--- src/rtl/adder_pkg.sv ---
// ---------------------------------------------------------------------------
// adder_pkg
//   Shared definitions for the digit-serial adder family.
//   - state_e     : control states of serial_adder (IDLE, RUN, DONE)
//   - cnt_width() : width of the digit counter for N digits, never below 1
//   - full_add()  : one full-adder cell, returns {cout, s}
// ---------------------------------------------------------------------------
package adder_pkg;

  typedef enum logic [1:0] {
    IDLE = 2'd0,
    RUN  = 2'd1,
    DONE = 2'd2
  } state_e;

  // A single-digit operand still needs a 1-bit counter so the port of the
  // counter register never collapses to zero width.
  function automatic int cnt_width(input int n);
    if (n > 1) begin
      return $clog2(n);
    end else begin
      return 1;
    end
  endfunction

  // Full-adder cell: bit 1 is carry-out, bit 0 is sum.
  function automatic logic [1:0] full_add(input logic a, input logic b, input logic cin);
    logic s_s;
    logic c_s;
    s_s = a ^ b ^ cin;
    c_s = (a & b) | (a & cin) | (b & cin);
    return {c_s, s_s};
  endfunction

endpackage : adder_pkg

--- src/rtl/digit_adder.sv ---
// ---------------------------------------------------------------------------
// digit_adder
//   Purely combinational DIGIT-bit ripple-carry adder built from full-adder
//   cells. Used as the shared slice of serial_adder and usable on its own as
//   a parallel adder.
// Ports:
//   a, b  in  [DIGIT-1:0]  addend digits
//   cin   in  1            carry into bit 0
//   s     out [DIGIT-1:0]  digit sum
//   cout  out 1            carry out of bit DIGIT-1
// ---------------------------------------------------------------------------
module digit_adder
  import adder_pkg::*;
#(
  parameter int DIGIT = 1
) (
  input  logic [DIGIT-1:0] a,
  input  logic [DIGIT-1:0] b,
  input  logic             cin,
  output logic [DIGIT-1:0] s,
  output logic             cout
);

  // c_s[i] is the carry into cell i; c_s[DIGIT] leaves the slice.
  logic [DIGIT:0] c_s;

  assign c_s[0] = cin;

  for (genvar i = 0; i < DIGIT; i++) begin : g_cell
    logic [1:0] fa_s;
    assign fa_s       = full_add(a[i], b[i], c_s[i]);
    assign s[i]       = fa_s[0];
    assign c_s[i + 1] = fa_s[1];
  end

  assign cout = c_s[DIGIT];

endmodule : digit_adder

--- src/rtl/serial_adder.sv ---
// ---------------------------------------------------------------------------
// serial_adder
//   Digit-serial adder: computes {Cout, Sum} = A + B + Cin over WIDTH bits,
//   DIGIT bits per clock, reusing one digit_adder slice. Operands are taken
//   with a valid/ready handshake, the result is offered the same way.
//   Latency from accept to out_valid is N = WIDTH/DIGIT cycles.
// Ports:
//   clk        in   clock, rising edge
//   rst_n      in   asynchronous active-low reset
//   in_valid   in   producer presents A/B/Cin
//   in_ready   out  block can accept operands (IDLE only)
//   A, B       in   [WIDTH-1:0] operands, sampled on accept
//   Cin        in   carry-in, sampled on accept
//   out_valid  out  Sum/Cout valid (DONE only)
//   out_ready  in   consumer takes the result
//   Sum        out  [WIDTH-1:0] A+B+Cin modulo 2^WIDTH
//   Cout       out  carry out of bit WIDTH-1
// ---------------------------------------------------------------------------
module serial_adder
  import adder_pkg::*;
#(
  parameter int WIDTH = 8,
  parameter int DIGIT = 1
) (
  input  logic             clk,
  input  logic             rst_n,
  input  logic             in_valid,
  output logic             in_ready,
  input  logic [WIDTH-1:0] A,
  input  logic [WIDTH-1:0] B,
  input  logic             Cin,
  output logic             out_valid,
  input  logic             out_ready,
  output logic [WIDTH-1:0] Sum,
  output logic             Cout
);

  localparam int N     = WIDTH / DIGIT;
  localparam int CNT_W = cnt_width(N);
  // Bit offset of the current digit; largest value is WIDTH-DIGIT.
  localparam int OFF_W = $clog2(WIDTH + 1);

  localparam logic [CNT_W-1:0] CNT_ZERO = {CNT_W{1'b0}};
  localparam logic [CNT_W-1:0] CNT_ONE  = CNT_W'(1);
  localparam logic [CNT_W-1:0] CNT_LAST = CNT_W'(N - 1);
  localparam logic [OFF_W-1:0] DIG_OFF  = OFF_W'(DIGIT);

  if ((WIDTH < 1) || (DIGIT < 1) || (DIGIT > WIDTH) || ((WIDTH % DIGIT) != 0)) begin : g_bad_param
    $error("serial_adder: need 1 <= DIGIT <= WIDTH and WIDTH %% DIGIT == 0");
  end

  state_e             state_r;
  state_e             state_nxt_s;
  logic [CNT_W-1:0]   cnt_r;
  logic [WIDTH-1:0]   a_r;
  logic [WIDTH-1:0]   b_r;
  logic               carry_r;
  logic [WIDTH-1:0]   sum_r;
  logic               cout_r;
  logic               in_ready_r;
  logic               out_valid_r;

  logic               accept_s;
  logic               handoff_s;
  logic               last_s;
  logic [OFF_W-1:0]   off_s;
  logic [DIGIT-1:0]   a_dig_s;
  logic [DIGIT-1:0]   b_dig_s;
  logic [DIGIT-1:0]   slice_sum_s;
  logic               slice_cout_s;

  // Digit selection for the shared slice.
  assign last_s  = (cnt_r == CNT_LAST);
  assign off_s   = OFF_W'(cnt_r) * DIG_OFF;
  assign a_dig_s = a_r[off_s +: DIGIT];
  assign b_dig_s = b_r[off_s +: DIGIT];

  digit_adder #(
    .DIGIT (DIGIT)
  ) u_slice (
    .a    (a_dig_s),
    .b    (b_dig_s),
    .cin  (carry_r),
    .s    (slice_sum_s),
    .cout (slice_cout_s)
  );

  // Control state register.
  always_ff @(posedge clk or negedge rst_n) begin
    if (!rst_n) begin
      state_r <= IDLE;
    end else begin
      state_r <= state_nxt_s;
    end
  end

  // Next-state decode and handshake qualifiers.
  always_comb begin
    state_nxt_s = state_r;
    accept_s    = 1'b0;
    handoff_s   = 1'b0;
    case (state_r)
      IDLE: begin
        if (in_valid && in_ready_r) begin
          accept_s    = 1'b1;
          state_nxt_s = RUN;
        end else begin
          state_nxt_s = IDLE;
        end
      end
      RUN: begin
        if (last_s) begin
          state_nxt_s = DONE;
        end else begin
          state_nxt_s = RUN;
        end
      end
      DONE: begin
        if (out_valid_r && out_ready) begin
          handoff_s   = 1'b1;
          state_nxt_s = IDLE;
        end else begin
          state_nxt_s = DONE;
        end
      end
      default: begin
        state_nxt_s = IDLE;
      end
    endcase
  end

  // Handshake flags are registered copies of the next state, so they are a
  // pure function of the current state with no path from in_valid/out_ready.
  always_ff @(posedge clk or negedge rst_n) begin
    if (!rst_n) begin
      in_ready_r  <= 1'b1;
      out_valid_r <= 1'b0;
    end else begin
      in_ready_r  <= (state_nxt_s == IDLE);
      out_valid_r <= (state_nxt_s == DONE);
    end
  end

  // Operand capture, digit sequencing and progressive result write-back.
  always_ff @(posedge clk or negedge rst_n) begin
    if (!rst_n) begin
      a_r     <= {WIDTH{1'b0}};
      b_r     <= {WIDTH{1'b0}};
      carry_r <= 1'b0;
      cnt_r   <= CNT_ZERO;
      sum_r   <= {WIDTH{1'b0}};
      cout_r  <= 1'b0;
    end else if (accept_s) begin
      a_r     <= A;
      b_r     <= B;
      carry_r <= Cin;
      cnt_r   <= CNT_ZERO;
    end else if (state_r == RUN) begin
      sum_r[off_s +: DIGIT] <= slice_sum_s;
      carry_r               <= slice_cout_s;
      if (last_s) begin
        cnt_r  <= CNT_ZERO;
        cout_r <= slice_cout_s;
      end else begin
        cnt_r  <= cnt_r + CNT_ONE;
      end
    end else begin
      // IDLE without accept, or DONE: the result is held stable.
      cnt_r <= cnt_r;
    end
  end

  assign in_ready  = in_ready_r;
  assign out_valid = out_valid_r;
  assign Sum       = sum_r;
  assign Cout      = cout_r;

endmodule : serial_adder

--- config.mk ---
export PLATFORM = sky130hd
export DESIGN_NAME = serial_adder
export DESIGN_NICKNAME = d
export VERILOG_FILES = /design/src/rtl/adder_pkg.sv /design/src/rtl/digit_adder.sv /design/src/rtl/serial_adder.sv
export SDC_FILE = /design/constraint.sdc
export NUM_CORES = 1
export LEC_CHECK = 0
export CAP_MARGIN = 20
export CORE_MARGIN = 2
export CORE_UTILIZATION = 25
export CTS_CLUSTER_SIZE = 28
export DETAILED_ROUTE_END_ITERATION = 12
export GPL_TIMING_DRIVEN = 0
export PLACE_DENSITY_LB_ADDON = 0.08
export RECOVER_POWER = 25
export SKIP_LAST_GASP = 1
export SLEW_MARGIN = 20
export SYNTH_ARGS = -nofsm -noshare
export SYNTH_HDL_FRONTEND = slang
export SYNTH_SLANG_ARGS = --single-unit
export TNS_END_PERCENT = 5
--- constraint.sdc ---
create_clock -name clk -period 2.8 [get_ports clk]
set_input_delay 0.56 -clock clk [delete_from_list [all_inputs] [get_ports clk]]
set_output_delay 0.56 -clock clk [all_outputs]
set_load 0.02 [all_outputs]
==> reports/results.md <==
| Step | Item | This run |
|:---|:---|:---|
| routing | Detailed-route wire length | 3430 µm |
| setup path | Gate family responsible for the most delay along the worst path | multiplexers |
| grt | First-pass GRT wire length | 5750 µm |
| power | Peak VDD IR | 0.330 mV |
| clock tree | Clk Latency, worst-skew pair | 0.29 ns |
| logic synthesis | Synth warnings | 0 |
| setup path | Cell with the largest stage delay on the worst path | sky130_fd_sc_hd__mux4_2 |
| timing | Count of final setup violators | 0 |
| power | Static Leak | 0.956 nW |
| routing | Drt via density | 4.51 |
| clock tree | Cells resized by post-CTS repair | 0 |
| timing | RSZ-0062 raised after global routing | no |
| run status | Outcome | finished clean |
| logic synthesis | Largest area contributor in the netlist | sky130_fd_sc_hd__dfrtp_1 |
| clock tree | Clock tree from TritonCTS | yes |
| timing | Setup TNS after final layout | 0 ns |
| setup path | Element type at the critical path start | flop |
| logic synthesis | Net count after synthesis | 148 |
| timing | Hold Fails Final Rpt | 0 |
| grt | Overall routing resource usage | 10.5% |
| power | Power Dens Cells | 1170 mW/mm² |
| logic synthesis | Sequential fraction of the synthesis area | 49.8% |
| timing | Number of pins exceeding their max-slew limit in the final report | 0 |
| finish | Most common cell after layout, fill and taps aside | sky130_fd_sc_hd__dfrtp_1 |
| power | Share of total power in sequential cells | 32.1% |
| finish | Top library cells by usage in the layout, fill and taps aside | 32 x sky130_fd_sc_hd__dfrtp_1, 30 x sky130_fd_sc_hd__clkdlybuf4s50_1, 22 x sky130_fd_sc_hd__mux2_1, 7 x sky130_fd_sc_hd__inv_1 |
| clock tree | Maximum buffer depth of the clock tree | 2 |
| clock tree | Clock edge transition at the registers on the reported setup and hold paths | 0.07 ns |
| clock tree | TritonCTS Buffers | 5 |
| finish | Antenna diode count | 0 |
| grt | Initial antenna violation count | 0 |
| grt | Final global-route overflow total | 0 |
| routing | Detailed Routing Iterations Pass 1 | 4 |
| timing | Shortest clock period the worst path allows after layout | 2.46 ns |
| routing | DR WL/cell | 14.5 µm |
| floorplanning | Width of the chip | 85.5 µm |
| floorplanning | Initial core utilization | 26.0% |
| run | Max-cap violations | 0 |
| power | Internal Dissipation | 1.63 mW |
| logic synthesis | Largest cells by area after synthesis | sky130_fd_sc_hd__dfrtp_1 48%, sky130_fd_sc_hd__mux2_1 15%, sky130_fd_sc_hd__mux4_2 5.4% |
| finish | Final net count | 187 |
| logic synthesis | Mean cell area of the mapped netlist | 13.8 µm² |
| routing | DRT iter0 DRCs | 39 |
| timing | Clock Skew | 0.00596 ns |
| setup path | CP max stage delay | 0.52 ns |
| logic synthesis | Fraction of synthesized cell area taken by the top area cell type | 48.3% |
| grt | Met1 global-route usage | 13.0% |
| timing | Timing-limited maximum frequency | 0.406 GHz |
| clock tree | Number of buffers inserted by post-CTS setup repair | 0 |
| floorplanning | Count of boundary I/O pins | 32 |
| clock tree | # H-tree levels | 2 |
| floorplanning | Die Ht | 85.5 µm |
| setup path | Largest fanout of any net on the critical path | 10 |
| finish | Area Growth Syn to Fin | 31.6% |
| setup path | Arrival @ worst endpoint | 2.70 ns |
| clock tree | Clock root buffer | sky130_fd_sc_hd__clkbuf_8 |
| place | Placed cell area | 0.00209 mm² |
| grt | Fraction of met2 tracks used by global routing | 16.6% |
| power | Comb power frac | 49.2% |
| setup path | Classification of the worst setup path | reg -> reg |
| setup path | Critical path required time | 3.03 ns |
| routing | Routed via count | 1070 |
| floorplanning | Die Area | 0.00730 mm² |
| timing | Tcrit/Tclk final | 88.0% |
| power | Sw Share | 36.5% |
| setup path | Crit end category | flop |
| timing | Worst slew slack as a fraction of its limit | 20.3% |
| grt | Pin count of the biggest net entering global routing | 23 |
| logic synthesis | Number of distinct standard cells referenced by the synthesized netlist | 32 |
| logic synthesis | Synthesized area | 0.00166 mm² |
| floorplanning | CORE AREA | 0.00639 mm² |
| floorplanning | Core Rows | 29 |
| grt | Most used routing layer | met2 |
| clock tree | Clock sink total | 33 |
| setup path | Series of cell instances along the critical path | buf_6 > mux4_2 > mux2i_1 > fa_1 > nor2_1 > and3_1 > mux2_1 |
| place | Global placer's final weighted congestion | 0.809 |
| power | Net switching component of the power | 0.935 mW |
| routing | Post-DRT Antenna Nets | 0 |
| power | Proportion of power drawn by the clock network | 18.7% |
| finish | Proportion of layout cells with a drive suffix above 1 | 16.9% |
| finish | Finished Cell Area | 0.00218 mm² |
| timing | Pin slew with the least headroom to its limit | 1.20 ns |
| setup path | CP Buf/Inv Count | 1 |
| grt | Vias in the first global route | 1139 |
| routing | Residual DRC | 0 |
| logic synthesis | Flops & latches, synth | 33 |
| logic synthesis | Synth Instances | 120 |
| grt | Met3 track utilization from global routing | 3.99% |
| place | Total of buffers placed on input and output ports | 31 |
| place | Post-detail-place hpwl | 2610 µm |
| min path | Class of the worst hold path | in -> async |
| clock tree | Hold bufs inserted after CTS | 0 |
[flip-flops by register name, indices dropped and copies added (netlist names)]
signal and flops:
out_valid 1, in_ready 1, state_r 2, a_r 8, cnt_r 3, Cout 1
Sum 8, b_r 8, carry_r 1
[final cells by class]
| class | instances | area, µm² |
|---|---|---|
| Fill cell | 634 | 4200 |
| Sequential cell | 33 | 827 |
| Inverter | 7 | 26.3 |
| Tap cell | 77 | 96.3 |
| Multi-Input combinational cell | 74 | 748 |
| Timing Repair Buffer | 32 | 308 |
| Buffer | 6 | 57.6 |
| Clock buffer | 6 | 82.6 |
| Clock inverter | 2 | 37.5 |
[power by group through the flow]
stage	Clock (mW)	Combinational [mW]	Sequential, mW
5_1_grt	0.522	1.39	0.853
2_1_floorplan	0	0.844	0.873
6_report	0.480	1.26	0.824
4_1_cts	0.497	1.29	0.830
3_5_place_dp	0	1.29	0.839
3_3_place_gp	0	1.28	0.826
[cells by family (layout without fill, tap and decap cells)]
| kind of cell | count (synthesis) | in the layout | share of synthesized area, % |
|---|---|---|---|
| and+or+nand+nor | 30 | 30 | 12.7 |
| AOI/OAI and AO/OA | 7 | 7 | 3.85 |
| DFF | 33 | 33 | 49.8 |
| muxes | 30 | 30 | 22.8 |
| buffers and inverters | 13 | 53 | 5.05 |
| adders and majority gates | 7 | 7 | 5.73 |
[routing by layer]
metal  part of all wire, %  up-vias
met2                    49       22
li1                      -      505
met5                     0        -
met4                   1.8        0
met1                    44      537
met3                   4.9        6
[synthesized netlist by cell type, drive strengths merged]
library cell	n
dfrtp	32
mux2	22
inv	7
buf	6
ha	6
nand2	6
mux2i	4
mux4	4
nor2	4
and3	3
nand3	3
nor4b	3
nand3b	2
nand4	2
o31ai	2
a221o	1
and2	1
and2b	1
and4bb	1
dfstp	1
fa	1
nand2b	1
nor2b	1
nor3	1
o21ai	1
o21bai	1
o31a	1
o32ai	1
or3	1
[metrics by stage]
stage | utilization [%] | cells | setup slack (ns) | total power [mW] | hold WS (ns)
after CTS | 34.6 | 237 | 0.296 | 2.62 | 0.161
after floorplan | - | 120 | 0.579 | 1.72 | 0.264
after global placement | 32.3 | 228 | 0.292 | 2.10 | 0.465
after global routing | 34.2 | 237 | 0.0939 | 2.77 | 0.330
final | 34.2 | 237 | 0.336 | 2.56 | 0.255
after detailed placement | 32.7 | 229 | 0.311 | 2.12 | 0.478
[final timing paths]
path / from / to / slack, ns / cells past startpoint
hold reg to reg: b_r[2] / b_r[2] / 0.49 / 1
setup reg to reg: cnt_r[0] / Sum[6] / 0.34 / 7
hold / removal: rst_n / Sum[3] / 0.26 / 1
min in group clk: b_r[2] / b_r[2] / 0.49 / 1
max in group asynchronous: rst_n / state_r[0] / 1.03 / 2
setup / recovery: cnt_r[0] / Sum[6] / 0.34 / 7
(Power assumes the default switching activity.)
